==> src/rtl/axi4lite_regfile_pkg.sv <==
// rtl/axi4lite_regfile_pkg.sv - shared constants for the AXI4-Lite 4x8 register file (option: REGFILE_RO_ID_EN)
package axi4lite_regfile_pkg;

    localparam int NUM_REGS = 4;

    localparam logic [1:0] W_IDLE = 2'd0;
    localparam logic [1:0] W_ADDR = 2'd1;
    localparam logic [1:0] W_DATA = 2'd2;
    localparam logic [1:0] W_RESP = 2'd3;

    localparam logic [0:0] R_IDLE = 1'b0;
    localparam logic [0:0] R_DATA = 1'b1;

    localparam logic [1:0] RESP_OKAY   = 2'b00;
    localparam logic [1:0] RESP_SLVERR = 2'b10;

    localparam logic [7:0] ID_VALUE = 8'hA5;
    localparam logic [1:0] ID_IDX   = 2'd3;

`ifdef REGFILE_RO_ID_EN
    localparam bit RO_ID_EN   = 1'b1;
    localparam int NUM_STORED = NUM_REGS - 1;
`else
    localparam bit RO_ID_EN   = 1'b0;
    localparam int NUM_STORED = NUM_REGS;
`endif

    function automatic logic idx_writable(input logic [1:0] idx);
        return !(RO_ID_EN && (idx == ID_IDX));
    endfunction

endpackage

==> src/rtl/axi4lite_regfile_slave_if.sv <==
// rtl/axi4lite_regfile_slave_if.sv - AXI4-Lite bus bundle between a master and the register file slave
interface axi4lite_regfile_slave_if;
    logic [1:0] s_axi_awaddr;
    logic       s_axi_awvalid;
    logic       s_axi_awready;
    logic [7:0] s_axi_wdata;
    logic       s_axi_wstrb;
    logic       s_axi_wvalid;
    logic       s_axi_wready;
    logic [1:0] s_axi_bresp;
    logic       s_axi_bvalid;
    logic       s_axi_bready;
    logic [1:0] s_axi_araddr;
    logic       s_axi_arvalid;
    logic       s_axi_arready;
    logic [7:0] s_axi_rdata;
    logic [1:0] s_axi_rresp;
    logic       s_axi_rvalid;
    logic       s_axi_rready;

    modport master (
        output s_axi_awaddr, s_axi_awvalid, s_axi_wdata, s_axi_wstrb, s_axi_wvalid,
        output s_axi_bready, s_axi_araddr, s_axi_arvalid, s_axi_rready,
        input  s_axi_awready, s_axi_wready, s_axi_bresp, s_axi_bvalid,
        input  s_axi_arready, s_axi_rdata, s_axi_rresp, s_axi_rvalid
    );

    modport slave (
        input  s_axi_awaddr, s_axi_awvalid, s_axi_wdata, s_axi_wstrb, s_axi_wvalid,
        input  s_axi_bready, s_axi_araddr, s_axi_arvalid, s_axi_rready,
        output s_axi_awready, s_axi_wready, s_axi_bresp, s_axi_bvalid,
        output s_axi_arready, s_axi_rdata, s_axi_rresp, s_axi_rvalid
    );
endinterface

==> src/rtl/regfile_4x8.sv <==
// rtl/regfile_4x8.sv - four 8-bit registers, one write port, combinational read (option: REGFILE_RO_ID_EN)
module regfile_4x8
    import axi4lite_regfile_pkg::*;
(
    input  logic        m_axi_aclk,
    input  logic        m_axi_aresetn,
    input  logic        i_wr_en,
    input  logic [1:0]  i_wr_idx,
    input  logic [7:0]  i_wr_data,
    input  logic [1:0]  i_rd_idx,
    output logic [7:0]  o_rd_data,
    output logic [31:0] o_reg_q
);
    logic [7:0] r_regs [NUM_STORED];
    logic [7:0] w_regs [NUM_REGS];

    always_ff @(posedge m_axi_aclk or negedge m_axi_aresetn) begin
        if (!m_axi_aresetn) begin
            for (int i = 0; i < NUM_STORED; i++) r_regs[i] <= 8'h00;
        end else begin
            for (int i = 0; i < NUM_STORED; i++)
                if (i_wr_en && (i_wr_idx == 2'(i))) r_regs[i] <= i_wr_data;
        end
    end

    // With the ID option the top slot has no storage and reads the constant.
    for (genvar g = 0; g < NUM_REGS; g++) begin : g_slot
        if (g < NUM_STORED) begin : g_stored
            assign w_regs[g] = r_regs[g];
        end else begin : g_const
            assign w_regs[g] = ID_VALUE;
        end
    end

    assign o_rd_data = w_regs[i_rd_idx];
    assign o_reg_q   = {w_regs[3], w_regs[2], w_regs[1], w_regs[0]};
endmodule

==> src/rtl/axi4lite_regfile_slave.sv <==
// rtl/axi4lite_regfile_slave.sv - AXI4-Lite slave: independent write/read FSMs over regfile_4x8 (option: REGFILE_RO_ID_EN)
module axi4lite_regfile_slave
    import axi4lite_regfile_pkg::*;
(
    input  logic                           m_axi_aclk,
    input  logic                           m_axi_aresetn,
    axi4lite_regfile_slave_if.slave        s_axi,
    output logic [31:0]                    reg_q,
    output logic                           wr_strobe,
    output logic [1:0]                     wr_idx
);
    logic       r_rst_done;
    logic [1:0] r_wstate;
    logic [0:0] r_rstate;
    logic [1:0] r_waddr;
    logic [7:0] r_wdata;
    logic       r_wstrb;
    logic [1:0] r_bresp;
    logic [7:0] r_rdata;
    logic [1:0] r_rresp;
    logic       r_wr_strobe;
    logic [1:0] r_wr_idx;

    logic       w_aw_hs;
    logic       w_w_hs;
    logic       w_ar_hs;
    logic       w_commit;
    logic       w_wr_en;
    logic [1:0] w_cidx;
    logic [7:0] w_cdata;
    logic       w_cstrb;
    logic [7:0] w_rd_data;
    logic [1:0] w_next_wstate;

    // Readies come from state plus a registered reset-done flag only.
    assign s_axi.s_axi_awready = r_rst_done && ((r_wstate == W_IDLE) || (r_wstate == W_DATA));
    assign s_axi.s_axi_wready  = r_rst_done && ((r_wstate == W_IDLE) || (r_wstate == W_ADDR));
    assign s_axi.s_axi_arready = r_rst_done && (r_rstate == R_IDLE);
    assign s_axi.s_axi_bvalid  = (r_wstate == W_RESP);
    assign s_axi.s_axi_bresp   = r_bresp;
    assign s_axi.s_axi_rvalid  = (r_rstate == R_DATA);
    assign s_axi.s_axi_rdata   = r_rdata;
    assign s_axi.s_axi_rresp   = r_rresp;

    assign w_aw_hs = s_axi.s_axi_awvalid && s_axi.s_axi_awready;
    assign w_w_hs  = s_axi.s_axi_wvalid  && s_axi.s_axi_wready;
    assign w_ar_hs = s_axi.s_axi_arvalid && s_axi.s_axi_arready;

    always_comb begin
        w_next_wstate = r_wstate;
        case (r_wstate)
            W_IDLE: begin
                if (w_aw_hs && w_w_hs) w_next_wstate = W_RESP;
                else if (w_aw_hs)      w_next_wstate = W_ADDR;
                else if (w_w_hs)       w_next_wstate = W_DATA;
            end
            W_ADDR:  if (w_w_hs)  w_next_wstate = W_RESP;
            W_DATA:  if (w_aw_hs) w_next_wstate = W_RESP;
            W_RESP:  if (s_axi.s_axi_bready) w_next_wstate = W_IDLE;
            default: w_next_wstate = W_IDLE;
        endcase
    end

    // The half arriving on the commit edge comes from the bus, the other half from the hold registers.
    assign w_commit = (r_wstate != W_RESP) && (w_next_wstate == W_RESP);
    assign w_cidx   = w_aw_hs ? s_axi.s_axi_awaddr : r_waddr;
    assign w_cdata  = w_w_hs  ? s_axi.s_axi_wdata  : r_wdata;
    assign w_cstrb  = w_w_hs  ? s_axi.s_axi_wstrb  : r_wstrb;
    assign w_wr_en  = w_commit && w_cstrb && idx_writable(w_cidx);

    always_ff @(posedge m_axi_aclk or negedge m_axi_aresetn) begin
        if (!m_axi_aresetn) begin
            r_rst_done  <= 1'b0;
            r_wstate    <= W_IDLE;
            r_waddr     <= 2'd0;
            r_wdata     <= 8'h00;
            r_wstrb     <= 1'b0;
            r_bresp     <= RESP_OKAY;
            r_wr_strobe <= 1'b0;
            r_wr_idx    <= 2'd0;
        end else begin
            r_rst_done  <= 1'b1;
            r_wstate    <= w_next_wstate;
            r_wr_strobe <= w_commit;
            if (w_aw_hs) r_waddr <= s_axi.s_axi_awaddr;
            if (w_w_hs) begin
                r_wdata <= s_axi.s_axi_wdata;
                r_wstrb <= s_axi.s_axi_wstrb;
            end
            if (w_commit) begin
                r_wr_idx <= w_cidx;
                r_bresp  <= idx_writable(w_cidx) ? RESP_OKAY : RESP_SLVERR;
            end
        end
    end

    // rdata samples the pre-commit value when a write lands on the same edge.
    always_ff @(posedge m_axi_aclk or negedge m_axi_aresetn) begin
        if (!m_axi_aresetn) begin
            r_rstate <= R_IDLE;
            r_rdata  <= 8'h00;
            r_rresp  <= RESP_OKAY;
        end else if (r_rstate == R_IDLE) begin
            if (w_ar_hs) begin
                r_rstate <= R_DATA;
                r_rdata  <= w_rd_data;
                r_rresp  <= RESP_OKAY;
            end
        end else if (s_axi.s_axi_rready) begin
            r_rstate <= R_IDLE;
        end
    end

    regfile_4x8 u_regfile (
        .m_axi_aclk    (m_axi_aclk),
        .m_axi_aresetn (m_axi_aresetn),
        .i_wr_en       (w_wr_en),
        .i_wr_idx      (w_cidx),
        .i_wr_data     (w_cdata),
        .i_rd_idx      (s_axi.s_axi_araddr),
        .o_rd_data     (w_rd_data),
        .o_reg_q       (reg_q)
    );

    assign wr_strobe = r_wr_strobe;
    assign wr_idx    = r_wr_idx;
endmodule

==> src/flat_wrapper.sv <==
// flat-port wrapper written by rule: the top's interface ports become plain ports
module axi4lite_regfile_slave_flat import axi4lite_regfile_pkg::*;
  (m_axi_aclk, m_axi_aresetn, reg_q, wr_strobe, wr_idx, s_axi_s_axi_awaddr, s_axi_s_axi_awvalid, s_axi_s_axi_wdata, s_axi_s_axi_wstrb, s_axi_s_axi_wvalid, s_axi_s_axi_bready, s_axi_s_axi_araddr, s_axi_s_axi_arvalid, s_axi_s_axi_rready, s_axi_s_axi_awready, s_axi_s_axi_wready, s_axi_s_axi_bresp, s_axi_s_axi_bvalid, s_axi_s_axi_arready, s_axi_s_axi_rdata, s_axi_s_axi_rresp, s_axi_s_axi_rvalid);
  axi4lite_regfile_slave_if s_axi_i ();
  input  logic m_axi_aclk;
  input  logic m_axi_aresetn;
  output logic [31:0] reg_q;
  output logic wr_strobe;
  output logic [1:0] wr_idx;
  input wire logic [$bits(s_axi_i.s_axi_awaddr)-1:0] s_axi_s_axi_awaddr;
  input wire logic [$bits(s_axi_i.s_axi_awvalid)-1:0] s_axi_s_axi_awvalid;
  input wire logic [$bits(s_axi_i.s_axi_wdata)-1:0] s_axi_s_axi_wdata;
  input wire logic [$bits(s_axi_i.s_axi_wstrb)-1:0] s_axi_s_axi_wstrb;
  input wire logic [$bits(s_axi_i.s_axi_wvalid)-1:0] s_axi_s_axi_wvalid;
  input wire logic [$bits(s_axi_i.s_axi_bready)-1:0] s_axi_s_axi_bready;
  input wire logic [$bits(s_axi_i.s_axi_araddr)-1:0] s_axi_s_axi_araddr;
  input wire logic [$bits(s_axi_i.s_axi_arvalid)-1:0] s_axi_s_axi_arvalid;
  input wire logic [$bits(s_axi_i.s_axi_rready)-1:0] s_axi_s_axi_rready;
  output wire logic [$bits(s_axi_i.s_axi_awready)-1:0] s_axi_s_axi_awready;
  output wire logic [$bits(s_axi_i.s_axi_wready)-1:0] s_axi_s_axi_wready;
  output wire logic [$bits(s_axi_i.s_axi_bresp)-1:0] s_axi_s_axi_bresp;
  output wire logic [$bits(s_axi_i.s_axi_bvalid)-1:0] s_axi_s_axi_bvalid;
  output wire logic [$bits(s_axi_i.s_axi_arready)-1:0] s_axi_s_axi_arready;
  output wire logic [$bits(s_axi_i.s_axi_rdata)-1:0] s_axi_s_axi_rdata;
  output wire logic [$bits(s_axi_i.s_axi_rresp)-1:0] s_axi_s_axi_rresp;
  output wire logic [$bits(s_axi_i.s_axi_rvalid)-1:0] s_axi_s_axi_rvalid;
  assign s_axi_i.s_axi_awaddr = s_axi_s_axi_awaddr;
  assign s_axi_i.s_axi_awvalid = s_axi_s_axi_awvalid;
  assign s_axi_i.s_axi_wdata = s_axi_s_axi_wdata;
  assign s_axi_i.s_axi_wstrb = s_axi_s_axi_wstrb;
  assign s_axi_i.s_axi_wvalid = s_axi_s_axi_wvalid;
  assign s_axi_i.s_axi_bready = s_axi_s_axi_bready;
  assign s_axi_i.s_axi_araddr = s_axi_s_axi_araddr;
  assign s_axi_i.s_axi_arvalid = s_axi_s_axi_arvalid;
  assign s_axi_i.s_axi_rready = s_axi_s_axi_rready;
  assign s_axi_s_axi_awready = s_axi_i.s_axi_awready;
  assign s_axi_s_axi_wready = s_axi_i.s_axi_wready;
  assign s_axi_s_axi_bresp = s_axi_i.s_axi_bresp;
  assign s_axi_s_axi_bvalid = s_axi_i.s_axi_bvalid;
  assign s_axi_s_axi_arready = s_axi_i.s_axi_arready;
  assign s_axi_s_axi_rdata = s_axi_i.s_axi_rdata;
  assign s_axi_s_axi_rresp = s_axi_i.s_axi_rresp;
  assign s_axi_s_axi_rvalid = s_axi_i.s_axi_rvalid;
  axi4lite_regfile_slave u_core (.m_axi_aclk(m_axi_aclk), .m_axi_aresetn(m_axi_aresetn), .s_axi(s_axi_i), .reg_q(reg_q), .wr_strobe(wr_strobe), .wr_idx(wr_idx));
endmodule
==> config.mk <==
export PLATFORM = sky130hd
export DESIGN_NAME = axi4lite_regfile_slave_flat
export DESIGN_NICKNAME = d
export VERILOG_FILES = /design/src/rtl/axi4lite_regfile_pkg.sv /design/src/rtl/axi4lite_regfile_slave_if.sv /design/src/rtl/regfile_4x8.sv /design/src/rtl/axi4lite_regfile_slave.sv /design/src/flat_wrapper.sv
export SDC_FILE = /design/constraint.sdc
export NUM_CORES = 1
export LEC_CHECK = 0
export CAP_MARGIN = 30
export CORE_AREA = 2 2 74 76
export CTS_BUF_LIST = sky130_fd_sc_hd__clkbuf_4 sky130_fd_sc_hd__clkbuf_8
export DETAILED_ROUTE_END_ITERATION = 8
export DIE_AREA = 0 0 76 78
export PLACE_DENSITY = 0.87
export SLEW_MARGIN = 40
export SYNTH_ARGS = -nofsm -noshare
export SYNTH_HDL_FRONTEND = slang
export SYNTH_SLANG_ARGS = --single-unit
==> constraint.sdc <==
create_clock -name m_axi_aclk -period 3.1 [get_ports m_axi_aclk]
set_input_delay 0.62 -clock m_axi_aclk [delete_from_list [all_inputs] [get_ports m_axi_aclk]]
set_output_delay 0.62 -clock m_axi_aclk [all_outputs]
set_load 0.05 [all_outputs]
==> impl_metrics.json <==
{
  "status": "finished clean",
  "setup_tns_ns": 0,
  "drive_gt1_share_pct": 32.39,
  "antenna_found_initial": 0,
  "syn_area_mm2": 0.002512,
  "cts_setup_buffers": 0,
  "rr_worst_depth": 4,
  "crit_path_end_kind": "primary output",
  "antennaDiodeCount": 0,
  "hp-class": "in -> async",
  "slew_viol_final": 0,
  "r2r-start": "u_core.r_wstate[0]$_DFF_PN0_",
  "utilization_pct": 69.38,
  "finalPower_mw": 4.550,
  "ir_worst_vdd_mv": 0.7816,
  "avgSynthCellArea_um2": 14.95,
  "hold_viol_final": 0,
  "area_growth_pct": 39.24,
  "ff_latch_area_mm2": 0.001451,
  "pre_cts_ws_ns": 0.4299,
  "first_global_vias": 1719,
  "path_cells": "nor2b_1 -> clkdlybuf4s50_1",
  "overflow": 0,
  "ys_seq_elements": 58,
  "regToRegSetupSlack_ns": 1.04,
  "die_area_mm2": 0.005928,
  "path_class": "reg -> out",
  "crit_start": "u_core.r_rst_done$_DFF_PN0_",
  "timing.final.crit_share_pct": 77.74,
  "drc": 0,
  "postLayoutCellArea_mm2": 0.003498,
  "cp_num_buf_inv": 1,
  "track_usage_pct": 20.36,
  "power_density_mw_per_mm2": 1301,
  "finalWirelength_um": 5579,
  "muxShareOfSynthArea_pct": 30.03,
  "multi_input_area_mm2": 0.001013,
  "nets": 262,
  "cp-start-kind": "flop",
  "numCtsBuffers": 9,
  "cts_sinks": 58,
  "io_pins": 72,
  "final_antenna_net_count": 0,
  "synthSimpleGateAreaFrac_pct": 7.022,
  "clock.fmax_mhz": 415.0,
  "ctsHtreeMaxLevel": 3,
  "synth_top_family_by_area": "multiplexers",
  "start_util_pct": 49.83,
  "cts_resized": 0,
  "hpwlAfterDp_um": 3805,
  "r2r_end": "u_core.u_regfile.o_reg_q[13]$_DFFE_PN0P_",
  "ys_seq_area_share_pct": 57.77,
  "grt_setup_unrepaired": "false",
  "vias_per_cell": 5.227,
  "clockRootBuffer": "clkbuf_8",
  "die_y_um": 78,
  "vias": 1657,
  "critPathTopFamily": "buffers and inverters",
  "syn_inst": 168,
  "die_w_um": 76,
  "max_cap_viol_count": 0,
  "placement_rows": 26,
  "period_needed_ns": 2.410,
  "arrival_ns": 1.79,
  "core_mm2": 0.005042,
  "synth-xor-area-share_pct": 0,
  "placed_area_mm2": 0.003233,
  "fillerInstances": 352,
  "clk_latency_ns": 0.33,
  "ys_warn_count": 0,
  "hold_buffers": 0,
  "max_stage_delay_ns": 0.82,
  "p_leak_nw": 1.529,
  "gp_congestion": 0.8012,
  "max-slew-margin-rel_pct": 52.22,
  "synth_cell_types": 21,
  "setup_violations": 0,
  "firstDrtPassIters": 4,
  "cts_buffer_depth": 2,
  "final.setup.worst_slack_ns": 0.6902,
  "port_buffers": 67,
  "crit_fanout": 7,
  "synth_fa_ha_area_share_pct": 0,
  "cp_slowest_cell": "clkdlybuf4s50_1",
  "cp_data_required_time_ns": 2.48,
  "grt_pass1_wl_um": 9080,
  "cts_tree": "done",
  "cts.reportedPaths.clkPinSlew_ns": 0.07,
  "grt_max_degree": 59,
  "synth_compound_area_share_pct": 2.540,
  "wl_per_cell_um": 17.60,
  "worstMarginPinSlew_ns": 0.7168,
  "drtIter0Drc": 49,
  "finalClockSkew_ns": 0.006012
}
## state kept, by name (all words and copies together) (netlist names)
register,count
u_core.r_rst_done,1
u_core.r_waddr,2
u_core.r_wdata,8
u_core.r_wstate,2
u_core.r_wstrb,1
u_core.s_axi.s_axi_rdata,8
u_core.s_axi.s_axi_rvalid,1
u_core.u_regfile.o_reg_q,32
u_core.wr_idx,2
u_core.wr_strobe,1
## cells in the final DEF, fill, tap and decap left out
cell              n
clkdlybuf4s50_1  66
dfrtp_1          58
mux2_2           51
nand2_1          14
clkbuf_8          9
mux4_2            8
nand3b_1          5
conb_1            5
bufinv_16         4
nor2b_1           3
and2_1            2
and3b_1           2
and2b_1           2
o221ai_1          2
inv_1             2
nand3_1           2
or3_1             2
a21oi_2           2
o21ai_0           1
a21o_1            1
a21oi_4           1
clkinvlp_4        1
clkinv_2          1
clkinv_4          1
buf_2             1
buf_4             1
## cells by family after synthesis
group | Yosys count
AND/OR/NAND/NOR | 32
buffers and inverters | 10
flip-flops | 58
AO/OA/AOI/OAI | 7
other | 2
multiplexers | 59
## cell type report
class,count,area share (%)
clock inverters,7,4.041
well taps,70,2.504
flip-flops and latches,58,41.49
clock buffers,9,3.541
multi-input cells,103,28.97
repair buffers,68,19.24
inverters,2,0.2146
## cells in the mapped netlist
| master | count | area (um^2) |
|---|---|---|
| a21o_1 | 1 | 7.510 |
| a21oi_2 | 2 | 17.52 |
| a21oi_4 | 1 | 16.27 |
| and2_1 | 2 | 12.51 |
| and2b_1 | 2 | 15.01 |
| and3b_1 | 2 | 17.52 |
| buf_2 | 2 | 10.01 |
| buf_4 | 5 | 37.54 |
| clkbuf_1 | 1 | 3.750 |
| conb_1 | 2 | 7.510 |
| dfrtp_1 | 58 | 1451 |
| inv_1 | 2 | 7.510 |
| mux2_2 | 51 | 574.3 |
| mux4_2 | 8 | 180.2 |
| nand2_1 | 14 | 52.55 |
| nand3_1 | 2 | 10.01 |
| nand3b_1 | 5 | 37.54 |
| nor2b_1 | 3 | 18.77 |
| o21ai_0 | 1 | 5.000 |
| o221ai_1 | 2 | 17.52 |
| or3_1 | 2 | 12.51 |
## report_power, final
group | internal [mW] | switching (mW) | total [mW]
sequential | 1.11 | 0.258 | 1.37
combinational | 0.871 | 1.39 | 2.26
clock | 0.615 | 0.306 | 0.921
## worst reg2reg max path, stage by stage (launching register included)
cell      delay (ns)
dfrtp_1         0.44
and2b_1         0.24
o221ai_1        0.28
a21oi_2         0.57
mux2_2          0.41
## how the worst max path moves through the flow
stage                                                    end  slack, ns  cells past startpoint
global route                             s_axi_s_axi_arready       0.59                      2
CTS                                      s_axi_s_axi_awready       0.65                      2
floorplan            u_core.u_regfile.o_reg_q[0]$_DFFE_PN0P_       0.76                      4
finish                                    s_axi_s_axi_wready       0.69                      2
detailed placement  u_core.u_regfile.o_reg_q[24]$_DFFE_PN0P_       0.43                      5
global placement    u_core.u_regfile.o_reg_q[25]$_DFFE_PN0P_       0.47                      5
## per-layer routing
metal,vias up,global-route usage [%],wire [um]
met4,0,8.364,73
li1,739,-,-
met1,856,26.77,2441
met3,6,6.860,329
met5,-,0,0
met2,56,31.34,2735
## stage by stage
step / instances / hold WS (ns)
6_report: 317 / 0.4117
5_1_grt: 317 / 0.4745
4_1_cts: 317 / 0.4359
3_5_place_dp: 301 / 0.4939
3_3_place_gp: 301 / 0.4887
2_1_floorplan: 171 / 0.3244
(Power assumes the default switching activity.)
==> RTL edit 1: new RTL, same flow settings <==
Build with the macro `REGFILE_RO_ID_EN` defined.
--- a/src/rtl/axi4lite_regfile_pkg.sv
+++ b/src/rtl/axi4lite_regfile_pkg.sv
@@ -1,4 +1,6 @@
 // rtl/axi4lite_regfile_pkg.sv - shared constants for the AXI4-Lite 4x8 register file (option: REGFILE_RO_ID_EN)
+`define REGFILE_RO_ID_EN
+
 package axi4lite_regfile_pkg;
 
     localparam int NUM_REGS = 4;
Formal check against the unedited RTL: not equivalent (a bounded check fails within 4 cycles, from zero or initial values and one cycle with m_axi_aresetn low).
==> RTL edit 1 against the unedited design <==
- area after synthesis shrank 12%
- global-route usage down 3.4 points
- wire length shrank 14%
- sequential cell count shrank 7
- design area shrank 15%
- combinational power shrank 13%
- power is 22% lower
- non-clock buffer count decreased by 3
- worst setup slack worse by 0.031 ns
==> RTL edit 1: results (changes against the unedited design) <==
- Part of the Yosys area used for sequential elements: 0.576 (-0.00142)
- Slew at the pin closest to its max-slew limit: 0.621 ns (-0.0953 ns)
- Via count: 1543 (-6.9%)
- FF+latch count: 51 (-12%)
- Final Skew: 0.00888 ns (+0.00287 ns)
- Global placer's final weighted congestion: 0.817 (+1.9%)
- Slowest cell on the critical path: nor4_4
- Number of vias per cell: 4.98 (-4.8%)
- Global routing met2 resource utilization: 0.277 (-0.0366)
- Combinational Power Share: 0.556 (+0.058)
- Dominant cells by area after synthesis: dfrtp_1 58%, mux2_2 18%, buf_4 4.1%, nand2_1 3.6%, mux2i_1 2.3%
- Number of H-tree branching levels: 2 (-1)
- Number of iterations in the first detailed-routing pass: 4 (unchanged)
- Total power draw: 3550 uW (-22%)
- Post-layout net count: 259 (-1.1%)
- Total CTS buffers: 5 (-4)
- Share of final-layout standard cells stronger than drive strength 1: 0.229 (-0.0947)
- Post-detail-place hpwl: 3400 um (-11%)
- Global-route wire length before repair: 7730 um (-15%)
- Number of DRC markers after the initial detailed-route iteration: 66 (+35%)
- Number of multi-input combinational cells: 112 (+8.7%)
- Number of flip-flops under the largest register name: 24 (-25%)
- Highest Clock Rate: 410 MHz (-1.3%)
- Run status: completed
- Data-path buffer share of cell area in the final layout: 0.213 (+0.0204)
- Share of cell area taken by multi-input logic gates: 0.289 (-0.000800)
- Arrival time of the worst setup path: 2.63 ns (+0.84 ns)
- Seq pwr share: 0.327 (+0.027)
- Global-route met3 utilization: 0.0547 (-0.0140)
- Avg Inst Size Synth: 12.9 sq um (-14%)
- Most instantiated cells after synthesis: 51 x dfrtp_1, 36 x mux2_2, 21 x nand2_1
- Fill cells: 424 (+20%)
- Global routing met1 resource utilization: 0.215 (-0.0528)
- Count of input and output buffers: 60 (-10%)
- Overall routing resource usage: 0.170 (-0.0341)
- Seq. cell area: 1280 sq um (-12%)
- DP Worst Slack: 0.332 ns (-0.0980 ns)
- Highest cell delay on the worst timing path: 0.56 ns (-0.26 ns)
- Critical-path maximum fanout: 8 (+1)
- Internal power consumption: 1900 uW (-27%)
- M1 WL: 2050 um (-16%)
- Detail-routed net length per standard cell: 15.5 um (-12%)
- Pin count of the biggest net entering global routing: 52 (-12%)
- Dpl cell area: 2870 sq um (-11%)
- Non-Clock Inverter Count: 4 (+2)
- Insertion delay of the later-clocked pin in the worst-skew pair: 0.30 ns (-0.03 ns)
- Final-layout clock buffer total: 8 (-1)
- Reg2reg setup slack: 0.96 ns (-0.08 ns)
- Worst-case vdd ir drop: 710 uV (-9.1%)
- Met2 wire length: 2390 um (-13%)
==> RTL edit 1: cell count changes after synthesis, sizes merged, moves of 7 or more <==
cell,before,now
mux4,8,0
mux2,51,38
dfrtp,58,51
o21ai,1,9
nand2,14,21
==> RTL edit 1: cells by family after synthesis <==
family                 after synthesis  share of synthesized area
DFF                                 51                      0.576
muxes                               43                      0.219
and+or+nand+nor                     36                     0.0966
AOI/OAI and AO/OA                   21                     0.0520
buffers and inverters               19                     0.0525
other                                2                    0.00339
==> RTL edit 1: critical path, delay by kind of cell <==
family	cells	cell delay [ns]
multiplexers	2	0.78
AND/OR/NAND/NOR	2	0.71
buffers and inverters	1	0.51
==> RTL edit 1: through the flow <==
stage | util | hold slack [ns]
floorplan | - | 0.324
global placement | 0.568 | 0.455
detailed placement | 0.568 | 0.469
CTS | 0.589 | 0.347
global route | 0.590 | 0.381
finish | 0.590 | 0.321
==> RTL edit 2: new RTL, same settings <==
Without the edit above. Make the reset (`m_axi_aresetn`) synchronous in 3 clocked blocks.
--- a/src/rtl/regfile_4x8.sv
+++ b/src/rtl/regfile_4x8.sv
@@ -14,7 +14,7 @@
     logic [7:0] r_regs [NUM_STORED];
     logic [7:0] w_regs [NUM_REGS];
 
-    always_ff @(posedge m_axi_aclk or negedge m_axi_aresetn) begin
+    always_ff @(posedge m_axi_aclk) begin
         if (!m_axi_aresetn) begin
             for (int i = 0; i < NUM_STORED; i++) r_regs[i] <= 8'h00;
         end else begin
--- a/src/rtl/axi4lite_regfile_slave.sv
+++ b/src/rtl/axi4lite_regfile_slave.sv
@@ -68,7 +68,7 @@
     assign w_cstrb  = w_w_hs  ? s_axi.s_axi_wstrb  : r_wstrb;
     assign w_wr_en  = w_commit && w_cstrb && idx_writable(w_cidx);
 
-    always_ff @(posedge m_axi_aclk or negedge m_axi_aresetn) begin
+    always_ff @(posedge m_axi_aclk) begin
         if (!m_axi_aresetn) begin
             r_rst_done  <= 1'b0;
             r_wstate    <= W_IDLE;
@@ -95,7 +95,7 @@
     end
 
     // rdata samples the pre-commit value when a write lands on the same edge.
-    always_ff @(posedge m_axi_aclk or negedge m_axi_aresetn) begin
+    always_ff @(posedge m_axi_aclk) begin
         if (!m_axi_aresetn) begin
             r_rstate <= R_IDLE;
             r_rdata  <= 8'h00;
Check against the original RTL: differs if m_axi_aresetn is asserted again (counterexample within 4 cycles, from zero or initial values and one cycle with m_axi_aresetn low); with m_axi_aresetn held inactive, the same outputs for 10 cycles.
==> RTL edit 2 against the unedited design <==
- area after synthesis is 3.6% lower
- critical path type is now input pin to register
- non-clock buffer count is 5 higher
- critical path depth is 3 higher
- sequential share of layout area is 2.2 points higher
- die area stayed put
- register-to-register slack worse by 0.18 ns
- design area is 3.1% lower
- worst setup slack worse by 0.23 ns
- wire length is 2.1% lower
- synthesized cell count is 19% higher
- sequential cell count stayed put
Power is not compared: it rests on default switching activity, and its combinational part moved more than twofold at a synthesized area within 25%.
==> RTL edit 2: results (changes against the unedited design) <==
- Number of global-route vias before repair: 1735 (+0.93%)
- Share of final layout cell area taken by clock buffers and inverters: 0.0628 (-0.0131)
- Gate family responsible for the most delay along the worst path: simple AND/OR/NAND/NOR gates
- Run status: completed
- Slew at the pin closest to its max-slew limit: 0.619 ns (-0.0981 ns)
- Critical-path maximum fanout: 9 (+2)
- Dpl cell area: 3180 sq um (-1.7%)
- Number of distinct standard cells referenced by the synthesized netlist: 29 (+38%)
- Startpoint of the worst register-to-register path: u_core.r_wstate[0]
- Arrival time of the worst setup path: 2.63 ns (+0.84 ns)
- Termination of the worst setup path: u_core.u_regfile.r_regs[0][6]
- Reg2reg setup slack: 0.86 ns (-0.18 ns)
- Part of the Yosys area used for sequential elements: 0.612 (+0.0342)
- Async SR Flop Fraction: 0 (-1.00)
- FF+latch count: 58 (unchanged)
- Sequential portion of the cell area: 0.437 (+0.0222)
- DP Worst Slack: 0.150 ns (-0.280 ns)
- Area taken by multi-input logic gates: 858 sq um (-15%)
- Most instantiated cells after synthesis: 36 x nor2_1, 33 x nand2_1, 32 x edfxtp_1
- Number of vias per cell: 4.92 (-5.8%)
- Post-layout net count: 296 (+13%)
- Dominant cells by area after synthesis: edfxtp_1 40%, dfxtp_1 21%, mux4_2 7.4%, nor2_1 5.6%, nand2_1 5.1%
- Minimum clock period after layout: 2.64 ns (+0.229 ns)
- Data-path buffer share of cell area in the final layout: 0.211 (+0.0187)
- Non-Clock Inverter Count: 9 (+7)
- Post-detail-place hpwl: 4160 um (+9.5%)
- Post-synthesis to final-layout area growth: 40.0%
- Global placer's final weighted congestion: 0.923 (+15%)
- Number of DRC markers after the initial detailed-route iteration: 100 (+100%)
- Global-route wire length before repair: 9070 um (about the same)
- Fill cells: 362 (+2.8%)
- Class of the worst hold path: register to register
- Non-Clock Buffer Count: 73 (+7.4%)
==> RTL edit 2: per-layer routing <==
layer / wire length, um / part of all wire / GRT usage
met1: 2210 / 0.41 / 0.237
met2: 2810 / 0.52 / 0.346
met3: 307 / 0.056 / 0.0570
met4: 126 / 0.023 / 0.0945
met5: 0 / 0 / 0
==> RTL edit 2: cells by family after synthesis <==
| family | synth area share |
|---|---|
| AND/OR/NAND/NOR | 0.170 |
| multiplexers | 0.125 |
| AO/OA/AOI/OAI | 0.0537 |
| buffers and inverters | 0.0382 |
| other | 0.00155 |
| flip-flops | 0.612 |
==> RTL edit 2: per-stage QoR <==
step,std cells,hold slack (ns)
floorplan,203,0.485
global placement,335,0.453
detailed placement,335,0.458
CTS,351,0.466
global route,351,0.489
finish,351,0.459
==> RTL edit 2: power breakdown <==
group	internal, uW	switching, uW
clock	456	288
combinational	109	179
sequential	842	19.2
total	1410	486
